<file path="config.mk">
export PLATFORM = sky130hd
export DESIGN_NAME = uart_rx
export DESIGN_NICKNAME = d
export VERILOG_FILES = /design/src/rtl/uart_rx.sv
export SDC_FILE = /design/constraint.sdc
export NUM_CORES = 1
export LEC_CHECK = 0
export CORE_UTILIZATION = 44
export DETAILED_ROUTE_END_ITERATION = 7
export GPL_TIMING_DRIVEN = 0
export MAX_ROUTING_LAYER = met4
export PLACE_DENSITY_LB_ADDON = 0.25
export SLEW_MARGIN = 20
export SYNTH_ARGS = -nofsm -noshare
export SYNTH_HDL_FRONTEND = slang
export SYNTH_SLANG_ARGS = --single-unit
</file>
<file path="constraint.sdc">
create_clock -name clk -period 2.7 [get_ports clk]
set_input_delay 0.27 -clock clk [delete_from_list [all_inputs] [get_ports clk]]
set_output_delay 0.27 -clock clk [all_outputs]
set_load 0.05 [all_outputs]
</file>
<file path="src/rtl/uart_rx.sv">
// UART receiver, 16x oversampled: 2-flop synchronizer, mid-bit sampling of
// start/data/stop bits, one-cycle done strobe with framing-error flag.
module uart_rx #(
    parameter int DATA_BIT = 8,
    parameter int STOP_BIT = 1
) (
    input  logic       clk,
    input  logic       rst,
    input  logic       bd_tick,
    input  logic       rx,
    output logic [7:0] dout,
    output logic       rx_done,
    output logic       frame_err,
    output logic       busy
);
    typedef enum logic [1:0] {IDLE, START, DATA, STOP} state_t;

    localparam logic [4:0] STOP_LAST = 5'(16 * STOP_BIT - 1);
    localparam logic [2:0] D_LAST    = 3'(DATA_BIT - 1);
    localparam int         SHIFT     = 8 - DATA_BIT;

    state_t     state_q;
    logic       rx_m_q, rx_s_q;
    logic [4:0] tick_q;
    logic [2:0] d_q;
    logic [7:0] shreg_q;
    logic       err_q;
    logic [7:0] dout_q;
    logic       done_q, ferr_q, busy_q;
    logic       err_d;

    // The last stop tick is always a sample point, so the final flag folds in the live sample.
    assign err_d = err_q | ~rx_s_q;

    always_ff @(posedge clk) begin
        if (rst) begin
            state_q <= IDLE;
            rx_m_q  <= 1'b1;
            rx_s_q  <= 1'b1;
            tick_q  <= '0;
            d_q     <= '0;
            shreg_q <= '0;
            err_q   <= 1'b0;
            dout_q  <= '0;
            done_q  <= 1'b0;
            ferr_q  <= 1'b0;
            busy_q  <= 1'b0;
        end else begin
            rx_m_q <= rx;
            rx_s_q <= rx_m_q;
            done_q <= 1'b0;
            case (state_q)
                IDLE: begin
                    if (!rx_s_q) begin
                        state_q <= START;
                        tick_q  <= '0;
                        busy_q  <= 1'b1;
                    end
                end
                START: begin
                    if (bd_tick) begin
                        if (tick_q == 5'd7) begin
                            if (!rx_s_q) begin
                                state_q <= DATA;
                                tick_q  <= '0;
                                d_q     <= '0;
                            end else begin
                                state_q <= IDLE;
                                busy_q  <= 1'b0;
                            end
                        end else begin
                            tick_q <= tick_q + 5'd1;
                        end
                    end
                end
                DATA: begin
                    if (bd_tick) begin
                        if (tick_q == 5'd15) begin
                            tick_q  <= '0;
                            shreg_q <= {rx_s_q, shreg_q[7:1]};
                            if (d_q == D_LAST) begin
                                state_q <= STOP;
                                err_q   <= 1'b0;
                            end else begin
                                d_q <= d_q + 3'd1;
                            end
                        end else begin
                            tick_q <= tick_q + 5'd1;
                        end
                    end
                end
                STOP: begin
                    if (bd_tick) begin
                        if (tick_q == STOP_LAST) begin
                            dout_q  <= shreg_q >> SHIFT;
                            ferr_q  <= err_d;
                            done_q  <= 1'b1;
                            busy_q  <= 1'b0;
                            state_q <= IDLE;
                        end else begin
                            if (tick_q == 5'd15) err_q <= err_d;
                            tick_q <= tick_q + 5'd1;
                        end
                    end
                end
                default: state_q <= IDLE;
            endcase
        end
    end

    assign dout      = dout_q;
    assign rx_done   = done_q;
    assign frame_err = ferr_q;
    assign busy      = busy_q;
endmodule

</file>
After elaboration in Yosys (flattened, before gate mapping). Index checks and enable logic that the tools add are counted.

Eq/ne operators: 18. Muxes and demuxes: 33. Reductions and logical operators: 10. Add/subtract/negate cells: 2. Bitwise operators: 3.

Operator list (count): 5-bit two-way mux (7); 2-bit inequality test (second input constant) (12); 5-bit one-hot mux with 4 select lines (1); 2-bit two-way mux (9); 3-bit two-way mux (6); 7-bit AND reduction (2); 2-bit one-hot mux with 4 select lines (1); 8-bit AND reduction (1); 1-bit two-way mux (7); 3-bit one-hot mux with 2 select lines (1); 3-bit AND reduction (2); 5-bit by 1-bit adder with 5-bit output (second input constant) (1); 5-bit by 3-bit == test with 1-bit output (second input constant) (1); 5-bit by 4-bit == test with 1-bit output (second input constant) (1); 2-bit == test (second input constant) (2); 4-bit AND reduction (1); 3-bit by 1-bit adder with 3-bit output (second input constant) (1); 3-bit == test (second input constant) (1); 1-bit inverter (3); 1-bit one-hot mux with 3 select lines (1); 3-bit nonzero test (1); 3-bit OR reduction (1); 2-bit by 1-bit == test with 1-bit output (second input constant) (1); 2-bit logical NOT (1); 2-bit nonzero test (1).

Output and inout bits: 11. Input port bits: 4. Logic and storage cells: 76. Register bits: 31.

Longest topological paths before layout.
Depth in word-level cells: 5. Depth in mapped cells: 7. Gate-level depth less buffers: 7.

Worst setup path before layout. OpenSTA, ideal clock, no wires.

Kind: register to register. From: reg d_q[0]. To: reg d_q[0]. Period minus slack after synthesis: 1763 ps. Stages on the path, launching flop included: 7. Setup slack: 937 ps. Path buffers: 0. Required time: 2630 ps. Arrival time: 1693 ps. Setup time: 70 ps. Cells stage by stage: dfxtp_1 -> ha_1 -> ha_1 -> and4bb_2 -> o221ai_2 -> or4b_1 -> a21oi_1.

Word-level cells in the longest chain between the ends: 5. Elaborated cells on any way between the ends: 8. Classes of those cells: 1 x add/sub; 2 x eq/ne; 4 x mux; 1 x reduce/logical.

RTL lines: from (decl) (RTL line 25) `logic [2:0] d_q;`; from (signal assigned) (RTL line 85) `d_q <= d_q + 3'd1;`; 3-bit by 1-bit adder with 3-bit output (RTL line 85); 3-bit two-way mux (RTL line 81) `if (d_q == D_LAST) begin`; 3-bit two-way mux (RTL line 78) `if (tick_q == 5'd15) begin`; 3-bit two-way mux (RTL line 77) `if (bd_tick) begin`; 3-bit one-hot mux with 2 select lines (RTL line 52) `case (state_q)`.

Several ways; a longest one is shown, not always the timed one. The select of a mux whose other input is x is not followed. A chain may end at the register's enable or synchronous reset.

Final worst setup path.
From: reg tick_q[0]. To: reg shreg_q[6].

Word-level cells in the longest chain between the ends: 2.

RTL lines: from (decl) (RTL line 24) `logic [4:0] tick_q;`; from (signal assigned) (RTL line 72) `tick_q <= tick_q + 5'd1;`; from (signal assigned) (RTL line 88) `tick_q <= tick_q + 5'd1;`; from (signal assigned) (RTL line 102) `tick_q <= tick_q + 5'd1;`; 5-bit by 4-bit == test with 1-bit output (RTL line 78); 3-bit AND reduction (no line); to (signal assigned) (RTL line 80) `shreg_q <= {rx_s_q, shreg_q[7:1]};`; to (decl) (RTL line 26) `logic [7:0] shreg_q;`.

Every way passes these cells.

==> summary.txt <==
Routing
  • Total via count in the routed design: ~1200
  • Detail Route Antenna Nets: 0
  • Routed wire length per instance: approximately 13 um
  • Iteration-0 DRC Markers: 29
  • Routed WL: ~2900 um
  • DRC viols: 0
  • Routed vias/inst: around 5.4
  • DRT Pass-1 Iters: 4

STA
  • Least-Margin Pin Slew: about 0.52 ns
  • Minimum clock period: approximately 1.9 ns
  • Final hold violations: 0
  • Clk_skew: between 0.004 and 0.005 ns
  • Slew headroom: about two thirds
  • RSZ-0062 raised after global routing: no
  • Setup violators final: 0
  • Worst hold slack: 0.4155 ns
  • Fin crit share: slightly above 70%
  • Fin. max-slew vios: 0
  • Fin Setup TNS: 0 ns
  • FMAX: ~520 MHz
  • Fin worst setup slack: roughly 0.76 ns

Setup path
  • Path depth of the worst reg2reg path: 5
  • Crit end category: register
  • Reg2Reg Capture Point: shreg_q[6]$_SDFFE_PP0P_
  • Setup CP Type: register to register
  • Crit path max fanout: 8
  • Worst Path Buf+Inv: 0
  • Critical path depth: 5
  • Startpoint types: register
  • CP max stage cell: nor3_4
  • Reg-to-reg startpoint: tick_q[0]$_SDFFE_PP0P_
  • Register-to-register setup slack: 0.76 ns
  • Largest stage delay on the critical path: 0.52 ns
  • Data required, critical path: between 2 and 3 ns
  • WP data arrival: between 2 and 2.5 ns
  • Crit path cell chain: ha_1 -> nand4b_1 -> nor3_4 -> mux2i_1 -> nor2_1
  • Delay-heaviest family, CP: simple AND/OR/NAND/NOR gates

Clock network
  • Total clock sinks: 31
  • CTS HTree Levels: 2
  • CTS tree: yes
  • Clk_lat worst skew: ~0.32 ns
  • Post-CTS Hold Fix Bufs: 0
  • Clock buffer depth: 2
  • Root Driver: clkbuf_4
  • Clock-pin slew on the worst setup and hold paths: 0.09 ns
  • # Post-CTS Setup Buffers: 0
  • Total CTS buffers: 5
  • Post-CTS sizing: 0

Synth
  • Async set-or-reset flop fraction in the synthesized netlist: 0%
  • Register bit count reported by yosys: 31
  • Yosys warning count: 0
  • Synthesized area: about 1500 um^2
  • Netlist cell types: 46
  • Syn Area/Cell: ~9.6 um^2
  • Post-synthesis sequential area ratio: between 40% and 50%
  • Syn Inst Count: 158
  • Primary FF master, synth: dfxtp_1
  • Mapped Nets: 166
  • Number of synthesized flops with an enable pin: 0

Worst hold path
  • Hold crit path type: register to register
  • Hold path depth: 1
  • Worst Hold Launch: rx_m_q$_SDFF_PP1_
  • Hold EP: rx_s_q$_SDFF_PP1_

Global routing
  • Initial antenna violation count: 0
  • Vias in the first global route: 1126
  • Gr ovfl total: 0
  • First-pass GRT wire length: 4733 um
  • Gr usage total: between 10% and 20%
  • Largest net degree at the start of global routing: 11

Status
  • Status: complete, no violations

Power
  • Worst VDD drop: approximately 0.32 mV
  • Leak pwr: around 0.72 nW
  • Comb power frac: under 10%
  • Sequential share of power: approximately 60%
  • Int Power: 0.0006029 W
  • Switch Pwr: about 0.00019 W
  • Pwr per Cell Area: 450.6 nW/um^2
  • Sw frac: between 20% and 30%
  • Clk pwr share: between 30% and 40%

Placement
  • Port Buf Inserts: 13
  • RD Place Congestion: between 0.7 and 0.8
  • Post-place setup slack: slightly below 0.8 ns
  • DP HPWL: between 2000 and 2500 um

Floorplan
  • Die Y: between 60 and 70 um
  • Full die area: 3674 um^2
  • Initial core utilization: approximately 48%
  • Core area: 3153 um^2
  • Num rows: 20
  • Die Width: between 60 and 70 um
  • IO Count: 15

Job
  • Total of max-cap violations: 0

Cells and area
  • Area Overhead vs Synth: 15.98%
  • Ant. Diodes: 0
  • Layout Nets: ~190
  • Layout cells sized above 1: roughly 12%
## cells in the mapped netlist (2+ instances only)
| cell type | n | share of area (%) |
|---|---|---|
| dfxtp_1 | 31 | 41 |
| nor2_1 | 26 | 6.5 |
| mux2i_1 | 18 | 12 |
| nand2_1 | 7 | 1.7 |
| a21oi_1 | 6 | 2.0 |
| clkbuf_1 | 5 | 1.2 |
| ha_1 | 4 | 3.3 |
| inv_1 | 4 | 0.99 |
| nand2b_1 | 4 | 1.7 |
| or3_1 | 4 | 1.7 |
| a211oi_1 | 3 | 1.5 |
| a221oi_1 | 3 | 1.7 |
| and3b_1 | 3 | 1.7 |
| buf_2 | 3 | 0.99 |
| a21o_1 | 2 | 0.99 |
| buf_6 | 2 | 1.5 |
| nand3_1 | 2 | 0.66 |
| o2bb2ai_1 | 2 | 1.2 |
| or2_2 | 2 | 0.83 |
## area by class of cell
cell class | instances | area (um^2)
timing repair buffer | 13 | 130.1
clock buffer | 6 | 51.30
buffer | 12 | 65.06
multi-input combinational | 111 | 810.8
clock inverter | 1 | 5.005
sequential | 31 | 620.6
fill | 303 | 1400
tap | 44 | 55.05
inverter | 4 | 15.01
## power groups by stage
stage / Clock, W / Combinational, W / Sequential [W]
floorplan: 0 / 0.0000324 / 0.000480
global placement: 0 / 0.0000527 / 0.000475
detailed placement: 0 / 0.0000541 / 0.000475
CTS: 0.000280 / 0.0000543 / 0.000464
global route: 0.000294 / 0.0000585 / 0.000465
finish: 0.000272 / 0.0000539 / 0.000464
## cells in the final DEF (no fill, tap or decap), types with 2 or more instances in the layout
cell type and count:
clkbuf_1 5, a221oi_1 3, nand2_1 7, mux2i_1 18
clkdlybuf4s50_1 13, a211oi_1 3, nand3_1 2, or2_2 2
o2bb2ai_1 2, buf_2 3, clkbuf_4 5, or3_1 4
nor2_1 26, nand2b_1 4, dfxtp_1 31, a21oi_1 6
ha_1 4, buf_6 2, inv_1 4, a21o_1 2
and3b_1 3
## state kept, by name, summed over array words and instances, names as in the netlist, named ones only
register,count
d_q,3
rx_s_q,1
state_q,1
frame_err,1
tick_q,5
shreg_q,8
rx_done,1
dout,8
rx_m_q,1
busy,1
## stage by stage
stage | cells | util (%) | area [um^2] | power [W]
2_1_floorplan | 158 | - | 1511 | 0.0005128
3_3_place_gp | 215 | 53.81 | 1697 | 0.0005275
3_5_place_dp | 215 | 53.81 | 1697 | 0.0005288
4_1_cts | 222 | 55.60 | 1753 | 0.0007980
5_1_grt | 222 | 55.60 | 1753 | 0.0008167
6_report | 222 | 55.60 | 1753 | 0.0007899
## worst max-delay path by stage
| stage | start | end |
|---|---|---|
| 5_1_grt | tick_q[0]$_SDFFE_PP0P_ | shreg_q[6]$_SDFFE_PP0P_ |
| 3_3_place_gp | tick_q[0]$_SDFFE_PP0P_ | shreg_q[1]$_SDFFE_PP0P_ |
| 4_1_cts | tick_q[0]$_SDFFE_PP0P_ | shreg_q[6]$_SDFFE_PP0P_ |
| 2_1_floorplan | d_q[0]$_SDFFE_PP0P_ | d_q[0]$_SDFFE_PP0P_ |
| 6_report | tick_q[0]$_SDFFE_PP0P_ | shreg_q[6]$_SDFFE_PP0P_ |
| 3_5_place_dp | tick_q[0]$_SDFFE_PP0P_ | shreg_q[6]$_SDFFE_PP0P_ |
## routing by layer
| layer | global-route usage (%) | part of all wire, % | wire (um) |
|---|---|---|---|
| met5 | - | 0 | 0 |
| met4 | 9.091 | 1.7 | 51 |
| met3 | 4.264 | 4.1 | 120 |
| met2 | 28.41 | 46 | 1345 |
| met1 | 21.49 | 48 | 1406 |
## cell families after synthesis
logic type | Yosys count | share of synthesized area [%]
xor+xnor | 1 | 0.5796
mux | 19 | 12.67
fa+ha+maj | 4 | 3.311
flops | 31 | 41.06
compound gates | 26 | 13.00
buf+inv | 16 | 5.297
simple gates | 61 | 24.09
Power figures use the tool's default switching activity.
